$ cat config.mk
export PLATFORM = sky130hd
export DESIGN_NAME = alu_share_arbiter
export DESIGN_NICKNAME = d
export VERILOG_FILES = /design/src/rtl/alu_share_arbiter.sv
export SDC_FILE = /design/constraint.sdc
export NUM_CORES = 1
export LEC_CHECK = 0
export BUFFER_PORTS_ARGS = -buffer_cell sky130_fd_sc_hd__buf_4
export CAP_MARGIN = 10
export CORE_MARGIN = 2
export CORE_UTILIZATION = 35
export CTS_CLUSTER_DIAMETER = 30
export DETAILED_ROUTE_END_ITERATION = 8
export PLACE_DENSITY = 0.66
export SETUP_SLACK_MARGIN = 0.3
export SLEW_MARGIN = 30
export SYNTH_ARGS = -nofsm -noshare
export SYNTH_HDL_FRONTEND = slang
export SYNTH_SLANG_ARGS = --single-unit
$ cat constraint.sdc
create_clock -name clk_i -period 2.5 [get_ports clk_i]
set_input_delay 0.25 -clock clk_i [delete_from_list [all_inputs] [get_ports clk_i]]
set_output_delay 0.25 -clock clk_i [all_outputs]
set_load 0.005 [all_outputs]
$ cat src/rtl/alu_share_arbiter.sv
// Shares one combinational ALU between two requesters with valid/ready
// handshakes, round-robin grant, registered ALU operands and a held result.
// Ports: clk_i/rst_i (sync active-high); req_valid_i/req_ready_o,
//   req_data1_i/req_data2_i/req_ctrl_i (packed per requester);
//   rsp_valid_o/rsp_ready_i/rsp_data_o; alu_data1_o/alu_data2_o/alu_ctrl_o
//   drive the ALU, alu_data_i is its result.
// Build option: define ALU_ARB_FIXED_PRIO_EN for fixed priority
//   (requester 0 always wins); default is round-robin.
module alu_share_arbiter #(
    parameter int DATA_W  = 32,
    parameter int CTRL_W  = 4,
    parameter int MUL_LAT = 3
) (
    input  logic                clk_i,
    input  logic                rst_i,
    input  logic [1:0]          req_valid_i,
    output logic [1:0]          req_ready_o,
    input  logic [2*DATA_W-1:0] req_data1_i,
    input  logic [2*DATA_W-1:0] req_data2_i,
    input  logic [2*CTRL_W-1:0] req_ctrl_i,
    output logic [1:0]          rsp_valid_o,
    input  logic [1:0]          rsp_ready_i,
    output logic [DATA_W-1:0]   rsp_data_o,
    output logic [DATA_W-1:0]   alu_data1_o,
    output logic [DATA_W-1:0]   alu_data2_o,
    output logic [CTRL_W-1:0]   alu_ctrl_o,
    input  logic [DATA_W-1:0]   alu_data_i
);

    localparam logic [CTRL_W-1:0] CTRL_ADD = CTRL_W'(4'b0010);
    localparam logic [CTRL_W-1:0] CTRL_MUL = CTRL_W'(4'b0111);

    typedef enum logic [1:0] {
        IDLE,
        EXEC,
        RESP
    } state_t;

    state_t              state;
    state_t              state_nx;
    logic                owner;
    logic [3:0]          cnt;
    logic [1:0]          grant;
    logic                accept;
    logic                win;
    logic [DATA_W-1:0]   sel_data1;
    logic [DATA_W-1:0]   sel_data2;
    logic [CTRL_W-1:0]   sel_ctrl;

`ifndef ALU_ARB_FIXED_PRIO_EN
    // Names the requester preferred on the next tie.
    logic ptr;
`endif

    // Grant is only offered in IDLE and never while reset is asserted.
    always_comb begin
        grant = 2'b00;
        if (state == IDLE && !rst_i) begin
            case (req_valid_i)
                2'b01:   grant = 2'b01;
                2'b10:   grant = 2'b10;
`ifdef ALU_ARB_FIXED_PRIO_EN
                2'b11:   grant = 2'b01;
`else
                2'b11:   grant = ptr ? 2'b10 : 2'b01;
`endif
                default: grant = 2'b00;
            endcase
        end
    end

    assign accept    = |grant;
    assign win       = grant[1];
    assign sel_data1 = req_data1_i[(win ? DATA_W : 0) +: DATA_W];
    assign sel_data2 = req_data2_i[(win ? DATA_W : 0) +: DATA_W];
    assign sel_ctrl  = req_ctrl_i[(win ? CTRL_W : 0) +: CTRL_W];

    // State register
    always_ff @(posedge clk_i) begin
        if (rst_i) state <= IDLE;
        else       state <= state_nx;
    end

    // Next-state logic
    always_comb begin
        state_nx = state;
        case (state)
            IDLE:    if (accept) state_nx = EXEC;
            EXEC:    if (cnt == 4'd1) state_nx = RESP;
            RESP:    if (rsp_ready_i[owner]) state_nx = IDLE;
            default: state_nx = IDLE;
        endcase
    end

    // Outputs
    always_comb begin
        req_ready_o = grant;
        rsp_valid_o = 2'b00;
        if (state == RESP && !rst_i)
            rsp_valid_o = owner ? 2'b10 : 2'b01;
    end

    // Datapath: operand registers, hold counter, result capture.
    always_ff @(posedge clk_i) begin
        if (rst_i) begin
            owner       <= 1'b0;
            cnt         <= 4'd0;
            alu_data1_o <= '0;
            alu_data2_o <= '0;
            alu_ctrl_o  <= CTRL_ADD;
            rsp_data_o  <= '0;
`ifndef ALU_ARB_FIXED_PRIO_EN
            ptr         <= 1'b0;
`endif
        end else begin
            if (accept) begin
                alu_data1_o <= sel_data1;
                alu_data2_o <= sel_data2;
                alu_ctrl_o  <= sel_ctrl;
                owner       <= win;
                cnt         <= (sel_ctrl == CTRL_MUL) ? 4'(MUL_LAT) : 4'd1;
`ifndef ALU_ARB_FIXED_PRIO_EN
                ptr         <= ~win;
`endif
            end
            if (state == EXEC) begin
                cnt <= cnt - 4'd1;
                if (cnt == 4'd1) rsp_data_o <= alu_data_i;
            end
        end
    end

endmodule
* Word level (Yosys, flattened, before mapping)
Index checks and enable logic that the tools add are counted.
** Operators by class
- Bitwise gates (word level) :: 1
- $lt $le $gt $ge :: 1
- Reduce and logical (&&, ||, !) cells :: 8
- Add/sub/neg operators :: 1
- Equal/unequal tests :: 10
- Shift-type cells :: 3
- Muxes and demuxes :: 16
** Operators by type and width (number)
- 64-bit by 32-bit indexed part select with 32-bit output :: 1
- 64-bit by 7-bit indexed part select with 32-bit output :: 1
- 2-bit two-way mux :: 8
- 2-bit one-hot mux with 3 select lines :: 2
- 4-bit two-way mux :: 2
- 8-bit by 4-bit indexed part select with 4-bit output :: 1
- 2-bit equality test (second input constant) :: 3
- 6-bit two-way mux :: 1
- 2-bit != test (second input constant) :: 3
- 2-bit by 1-bit equality test with 1-bit output (second input constant) :: 2
- 4-bit by 1-bit equality test with 1-bit output (second input constant) :: 1
- 4-bit by 3-bit equality test with 1-bit output (second input constant) :: 1
- 4-bit by 1-bit subtractor with 4-bit output (second input constant) :: 1
- 3-bit two-way mux :: 1
- 3-bit AND reduction :: 1
- 1-bit logical AND :: 2
- 2-bit logical NOT :: 1
- 1-bit by 2-bit less-than comparator with 1-bit output (second input constant) :: 1
- 1-bit two-way mux :: 2
- 2-bit AND reduction :: 1
- 2-bit nonzero test :: 1
- 2-bit OR reduction :: 1
- 1-bit logical NOT :: 1
- 1-bit NOT :: 1
** Word-level totals
- Word-level logic and storage cells :: 48
- Flip-flop bits (word level) :: 108
- Output and inout port bits :: 104

* Depth between registers and ports, before layout
Gate-level depths: netlist (run 1).
- Word-level depth :: 9
- Depth in mapped cells :: 7
- Gate-level depth less buffers :: 5

* Worst setup path after synthesis (run 1)
Ideal clock, no wire load.
- Path type :: register to register
- Start :: reg state[0]
- End :: reg alu_data1_o[0]
- Setup slack :: 1.055 ns
- Setup time :: 0.128 ns
- Cell stages (with the launch flop) :: 7
- Period minus slack after synthesis :: 1.445 ns
- Arrival time :: 1.318 ns
- Cells stage by stage :: dfxtp_1 nor3_4 o21ai_2 buf_6 buf_6 a222oi_1 nor2_1
** Between the ends
- Longest elaborated chain between the ends :: 5
- Elaborated cells between the ends (all ways) :: 6
** Ends and longest elaborated chain
- start, declared :: line 39 : state_t state;
- start signal, assigned :: line 81 : else state <= state_nx;
- 2-bit logical NOT (*) :: line 58 : if (state == IDLE && !rst_i) begin
- 1-bit logical AND (*) :: line 58
- 2-bit two-way mux (*) :: line 58
- 6-bit two-way mux :: line 74 : assign sel_data1 = req_data1_i[(win ? DATA_W : 0) +: DATA_W];
- 64-bit by 32-bit indexed part select with 32-bit output :: line 74
- end signal, assigned :: line 117 : alu_data1_o <= sel_data1;
- end, declared :: line 24 : output logic [DATA_W-1:0] alu_data1_o,
Mark *: on every way between the ends. The rest lies on a longest branch, timed or not.
A chain may end at the register's enable or synchronous reset.

* Worst setup path in the final report (run 1)
- Start :: reg state[0]
- End :: out req_ready_o[0]
** Between the ends
- Longest elaborated chain between the ends :: 3
** Ends and longest elaborated chain
- 2-bit logical NOT :: line 58
- 1-bit logical AND :: line 58
- 2-bit two-way mux :: line 58
- end, declared :: line 17 : output logic [1:0] req_ready_o,
No other way between the ends.

==> results by group, run 1 <==
Outcome
  • Status: finished, final reports clean

Synth
  • Avg Cell Area, Syn: slightly above 9 sq um
  • Yosys warns: 0
  • Most used DFF post-synth: dfxtp_1
  • Synthesized Nets: 626
  • Synth Register Bits: between 100 and 150
  • Fraction of registers with async set/reset: 0%
  • Post-synth cell types: 38
  • EDFF count, synth: 0
  • Post-Synthesis Cells: 450
  • Synthesized area: around 0.0041 sq mm
  • Sequential share of the synthesized area: 52.3%

STA
  • Final setup viols: 0
  • Worst setup margin: approximately 400 ps
  • Max-slew headroom: 45.1%
  • F_max: around 0.48 GHz
  • Fin crit period: 2090 ps
  • Final Cycle Share: a little over four fifths
  • Final hold viol count: 0
  • Hold WS: about 160 ps
  • Slew @ Worst Pin: about 820 ps
  • RSZ-0062 raised after global routing: false
  • Setup TNS Final: 0 ps
  • Clock skew: 4.67 ps
  • Pins over their slew limit: 0

Worst setup path
  • CP required: roughly 2300 ps
  • Worst setup SP type: register
  • Arr. time, crit path: approximately 1800 ps
  • Setup crit end kind: output port
  • Max FO, Critical Path: between 40 and 50
  • Critical Setup Path Class: reg2out
  • Critical Path Source: state[0]
  • Reg2Reg Launch Point: state[0]

CTS
  • CTS tree: yes
  • Clock Tree Root: clkbuf_16
  • Clk buf depth: 2
  • CTS Buf Count: 9
  • Clk Latency, worst-skew pair: about 340 ps
  • H-tree depth: 3
  • Clock sinks: about 110
  • Reg clk slew, reported paths: around 60 ps

Run
  • Number of max-cap violations: 0

Detailed routing
  • Iteration-0 DRC Markers: just under 500
  • Met3 WL post-DR: around 1.3 mm
  • Drt pass-1 iters: 6
  • WL met1: 5.41 mm
  • Met2 wire length: approximately 7.1 mm
  • Final WL: roughly 14 mm
  • DRC: 0
  • Highest Signal Layer: met4
  • Wirelength per Cell: 16.6 microns
  • Routed Antenna Nets: 0
  • Vias per inst: ~5.4
  • Vias post-DR: 4569

Place
  • Placed cells: approximately 840
  • GP Congestion: around 0.8
  • Hpwl dp: 10.2 mm
  • Dpl cell area: 0.00623 sq mm
  • Pre-CTS setup slack: roughly 440 ps
  • PortBufs: roughly 280

Global route
  • Vias in the first global route: approximately 4.5k
  • First-pass GRT wire length: 21.7 mm
  • Global-route usage over all layers: about a fifth
  • Largest net degree at the start of global routing: approximately 110
  • Initial antenna violation count: 0
  • Total gr overflow: 0

Die
  • IO Count: 278
  • Die area: 0.0127 sq mm
  • Chip Height: roughly 110 microns
  • Width of the die: 113 microns
  • Standard-cell rows: 39
  • Initial Util: between 30% and 40%
  • Core area: approximately 0.011 sq mm

Power
  • Sw Share: roughly a quarter
  • Clock power share: about 32%
  • Switching power: ~1 mW
  • Lkg Pwr: a little under 3 nW
  • Power Total: roughly 4.0 mW
  • Reg power frac: a little under half
  • Power Density: slightly above 600 mW/mm^2
  • Internal power: between 3 and 4 mW
  • Max IR drop VDD: roughly 0.0004 V
  • Combinational group share of total power: 20.1%

Layout
  • Net count, final: slightly below 900
  • Final core utilization: 56.7%
  • Final cell count without fillers: roughly 850
  • Final Cell Area: around 0.0065 sq mm
  • Antenna cells: 0
  • Share of cells above drive strength 1: about 43%
  • Area growth syn-to-layout: 57.4%
  • FF+latch area: approximately 0.0022 sq mm
  • Multi-input logic area: roughly 0.0017 sq mm
  • Fillers: a little over 1k

Hold path
  • Min-delay src: alu_data_i[26]
  • Hold Crit Class: in2reg
==> worst max-delay path, stage by stage, from the launching register on <==
cell and delay, ps:
dfxtp_1 380, nor3_4 390, nand3_4 270, inv_8 290, buf_4 170
==> timing repair <==
action                                  4_1_cts  5_1_grt
endpoints found under the setup margin        1        1
gates resized for setup                       1        1
hold buffers                                  0        0
buffers inserted                              0        0
==> cells in the mapped netlist (2+ instances only) <==
master / n / area share (%)
dfxtp_1: 108 / 52
nand2_1: 88 / 8.0
nor2_1: 69 / 6.3
a222oi_1: 57 / 14
a21oi_1: 35 / 4.2
clkbuf_1: 21 / 1.9
a311oi_1: 10 / 2.1
buf_2: 8 / 0.97
buf_4: 6 / 1.1
buf_6: 6 / 1.6
nand2b_1: 4 / 0.61
nor3_1: 4 / 0.48
inv_1: 3 / 0.27
o21ai_1: 3 / 0.36
and3_1: 2 / 0.30
ha_1: 2 / 0.61
nand3_1: 2 / 0.24
nand3_2: 2 / 0.48
==> routing by layer <==
| metal | vias up | GRT usage [%] |
|---|---|---|
| met1 | 2167 | 24.1 |
| met2 | 216 | 36.6 |
| met4 | 0 | 8.37 |
| met3 | 20 | 6.26 |
| met5 | - | 0 |
| li1 | 2166 | - |
==> final timing paths <==
| path | to | slack, ps | depth (start not counted) |
|---|---|---|---|
| setup reg to reg | alu_data2_o[14] | 580 | 6 |
| hold reg to reg | rsp_data_o[25] | 460 | 2 |
| setup / recovery | req_ready_o[0] | 410 | 4 |
| hold / removal | rsp_data_o[26] | 160 | 3 |
==> sequential cells by signal (all words and copies together) (netlist names) <==
register     count
owner            1
state            2
alu_ctrl_o       4
alu_data2_o     32
cnt              4
ptr              1
rsp_data_o      32
alu_data1_o     32
==> final cells by class <==
type                       count  area share, %
clock buffer                  14           3.91
inverter                       5          0.404
multi-input combinational    296           26.5
sequential                   108           33.2
clock inverter                 2          0.154
tap                          143           2.75
timing repair buffer         284           33.0
==> cell families after synthesis <==
group                    after synthesis  share of synthesized area, %
AO/OA/AOI/OAI                        111                          21.7
XOR/XNOR                               1                         0.212
adder cells (fa/ha/maj)                2                         0.606
buffers and inverters                 46                          6.12
flip-flops                           108                          52.3
multiplexers                           1                         0.242
AND/OR/NAND/NOR                      181                          18.8
==> cell usage in the layout, fill, tap and decap left out, types with 2 or more instances in the layout <==
cell type / netlist / final
and3_1: 2 / 2
nand3_2: 2 / 2
a222oi_1: 57 / 57
a311oi_1: 10 / 10
inv_1: 3 / 3
nand2b_1: 4 / 4
dfxtp_1: 108 / 108
ha_1: 2 / 2
nand3_1: 2 / 2
nor3_1: 4 / 4
clkinv_2: 0 / 2
nor2_1: 69 / 69
clkbuf_16: 0 / 9
o21ai_1: 3 / 3
clkbuf_1: 21 / 4
a21oi_1: 35 / 35
buf_4: 6 / 282
nand2_1: 88 / 88
==> power groups by stage <==
stage | clock [mW] | combinational [mW] | sequential, mW
floorplan | 0 | 0.360 | 1.96
global placement | 0 | 0.798 | 1.96
detailed placement | 0 | 0.815 | 1.96
CTS | 1.33 | 0.818 | 1.92
global route | 1.42 | 0.886 | 1.94
finish | 1.29 | 0.811 | 1.93
(Power assumes the default switching activity.)
==> run 2: changes to the inputs <==
--- a/config.mk
+++ b/config.mk
@@ -11,7 +11,7 @@
 export CORE_UTILIZATION = 35
 export CTS_CLUSTER_DIAMETER = 30
 export DETAILED_ROUTE_END_ITERATION = 8
-export PLACE_DENSITY = 0.66
+export PLACE_DENSITY = 0.69
 export SETUP_SLACK_MARGIN = 0.3
 export SLEW_MARGIN = 30
 export SYNTH_ARGS = -nofsm -noshare
==> constraint.sdc (replaced) <==
create_clock -name clk_i -period 1.74 [get_ports clk_i]
set_input_delay 0.174 -clock clk_i [delete_from_list [all_inputs] [get_ports clk_i]]
set_output_delay 0.174 -clock clk_i [all_outputs]
set_load 0.005 [all_outputs]
==> run 2 against run 1 <==
Effect of this change: setup slack got worse by 300 ps; final cell count up 4.1%; routed wire length up 9.8%; non-clock buffer count is 36 higher; clock-buffer cell count shrank 1; via count up 3.5%; sequential power grew 44%; global-route usage up 1.4 points; largest cell class is now buffers.
==> results by group, run 2 (synthesized netlist as in run 1, its figures left out) <==
Layout
  • Most frequent cells in the layout: buf_4 (292), dfxtp_1 (105), nand2_1 (79)
  • Commonest non-fill, non-tap cell in the layout: buf_4
  • Fillers: 942 (-7.7%)
  • Top flop regs: alu_data1_o x32, alu_data2_o x32, rsp_data_o x32
  • Area growth syn-to-layout: 74.7%
  • Antenna cells: 0 (unchanged)
  • Net count, final: 916 (+4.1%)
  • Share of cells above drive strength 1: 49.2% (+6.3 points)
  • Final Cell Area: 0.00722 sq mm (+11%)

Power
  • Combinational group share of total power: 23.9% (+3.8 points)
  • Reg power frac: 45.1% (-2.7 points)
  • Max IR drop VDD: 0.000498 V (+21%)
  • Lkg Pwr: 3.26 nW (+12%)
  • Switching power: 1.58 mW (+55%)
  • Internal power: 4.55 mW (+51%)
  • Power Density: 851 mW/mm^2 (+37%)
  • Clock power share: 31.0% (-1.1 points)
  • Sw Share: 25.8% (+0.43 points)

Detailed routing
  • Iteration-0 DRC Markers: 465 (-3.5%)
  • Wirelength per Cell: 17.4 microns (+5.4%)
  • Final WL: 15.5 mm (+9.8%)
  • Drt pass-1 iters: 7 (+1)
  • Vias per inst: 5.33 (-0.60%)
  • Vias post-DR: 4728 (+3.5%)
  • Routed Antenna Nets: 0 (unchanged)
  • DRC: 0 (unchanged)

Die
  • IO Count: 278 (unchanged)
  • Standard-cell rows: 39 (unchanged)
  • Die area: 0.0127 sq mm (unchanged)
  • Width of the die: 113 microns (unchanged)
  • Chip Height: 113 microns (unchanged)
  • Core area: 0.0115 sq mm (unchanged)
  • Initial Util: 36.0% (unchanged)

Worst setup path
  • Setup crit end kind: register
  • Arr. time, crit path: 1830 ps (about the same)
  • Worst setup SP type: register
  • Crit path buf inv count: 2 (unchanged)
  • Critical Setup Path Class: reg2reg
  • FF-to-FF path depth: 6 (unchanged)
  • R2R Path End: alu_data2_o[31]
  • CP Cell Sequence: nor3_4 > buf_6 > o21ai_4 > buf_12 > a222oi_1 > nor2_1
  • Max incr delay on CP: 330 ps (-60 ps)
  • Crit path max-delay family: simple AND/OR/NAND/NOR gates
  • CP required: 1940 ps (-310 ps)
  • Reg2Reg Setup Slack: 110 ps (-470 ps)
  • Max FO, Critical Path: 21 (-51%)
  • Reg2Reg Launch Point: state[1]
  • Critical-path top delay cell: dfxtp_2

Global route
  • Initial antenna violation count: 0 (unchanged)
  • Global-route usage over all layers: 22.4% (+1.4 points)
  • First-pass GRT wire length: 22.7 mm (+4.3%)
  • Total gr overflow: 0 (unchanged)
  • Vias in the first global route: 4654 (+4.0%)
  • Largest net degree at the start of global routing: 67 (-40%)

STA
  • F_max: between 0.6 and 0.7 GHz
  • Fin crit period: roughly 1600 ps
  • Pins over their slew limit: 0 (unchanged)
  • Max-slew headroom: 52.2% (+7.1 points)
  • Setup TNS Final: 0 ps (unchanged)
  • Final Cycle Share: approximately 94%
  • Clock skew: 4.98 ps (+0.313 ps)
  • Final hold viol count: 0 (unchanged)
  • RSZ-0062 raised after global routing: true
  • Final setup viols: 0 (unchanged)
  • Slew @ Worst Pin: 718 ps (-106 ps)

CTS
  • Clk Latency, worst-skew pair: 350 ps (about the same)
  • Clock sinks: 108 (unchanged)
  • CTS Buf Count: 9 (unchanged)
  • CTS tree: yes
  • Clk buf depth: 2 (unchanged)
  • Hold Buf Count CTS: 0 (unchanged)
  • Reg clk slew, reported paths: 70 ps (about the same)
  • H-tree depth: 3 (unchanged)
  • Clock Tree Root: clkbuf_16

Hold path
  • Hold Crit Class: in2reg
  • Min-delay src: alu_data_i[30]
  • Hold depth: 3 (unchanged)
  • Worst-case hold path end point: rsp_data_o[30]

Place
  • Dpl cell area: 0.00635 sq mm (+1.8%)
  • PortBufs: 277 (unchanged)
  • GP Congestion: 0.809 (+2.2%)
  • Hpwl dp: 10.1 mm (-0.50%)

Outcome
  • Status: finished, final reports clean

Run
  • Number of max-cap violations: 0 (unchanged)
-- run 2: cell count changes in the layout (fill, tap and decap cells not counted), sizes merged --
cell | previous run | this run
clkbuf | 14 | 17
buf | 284 | 316
-- run 2: per-layer routing --
layer  up-vias  global-route usage, %  share of wire, %
li1       2232                      -                 -
met1      2238                   25.1                38
met2       228                   39.2                51
met3        30                   6.80               8.5
met4         0                   9.76               3.1
met5         -                      0                 0
-- run 2: power groups by stage --
stage                     clock [mW]  sequential, mW  combinational (mW)
final                           1.90            2.77                1.47
after global routing            2.05            2.79                1.58
after CTS                       1.95            2.76                1.36
after detailed placement           0            2.81                1.22
after global placement             0            2.81                1.19
after floorplan                    0            2.81               0.518
-- run 2: tightest hold or removal path, cell delays in order --
cell and delay, ps:
buf_4 110, nand2_1 40, a21oi_1 50
-- run 2: final cells by class --
cell class	instances	area (sq um)	area share, %
Clock buffer	13	260	3.61
Tap cell	143	179	2.48
Multi-Input combinational cell	296	1860	25.7
Sequential cell	108	2170	30.0
Clock inverter	2	10.0	0.139
Timing Repair Buffer	320	2710	37.6
Inverter	5	28.8	0.399
-- run 2: worst max-delay path by stage --
stage	from	end	slack (ps)	depth (start not counted)
finish	state[1]	alu_data2_o[31]	110	6
floorplan	state[1]	alu_data1_o[0]	330	6
global route	state[1]	req_ready_o[1]	40	5
global placement	rst_i	alu_data2_o[1]	140	4
detailed placement	state[1]	alu_data2_o[31]	50	5
CTS	state[1]	alu_data2_o[31]	130	6
-- run 2: per-stage QoR --
| stage | utilization (%) | total power [mW] | hold WS [ps] | setup WS (ps) | cells |
|---|---|---|---|---|---|
| 2_1_floorplan | - | 3.33 | 310 | 326 | 450 |
| 3_3_place_gp | 55.3 | 4.00 | 423 | 139 | 843 |
| 3_5_place_dp | 55.3 | 4.03 | 436 | 51.1 | 843 |
| 4_1_cts | 60.3 | 6.07 | 66.0 | 126 | 876 |
| 5_1_grt | 62.9 | 6.42 | 71.0 | 40.8 | 887 |
| 6_report | 62.9 | 6.14 | 71.8 | 108 | 887 |
-- run 2: what timing repair did --
action	in CTS	in global routing
pin swaps	9	24
endpoints found under the setup margin	106	108
gates cloned	5	5
resized for setup	23	33
hold endpoints to repair	0	0
setup buffers	13	6
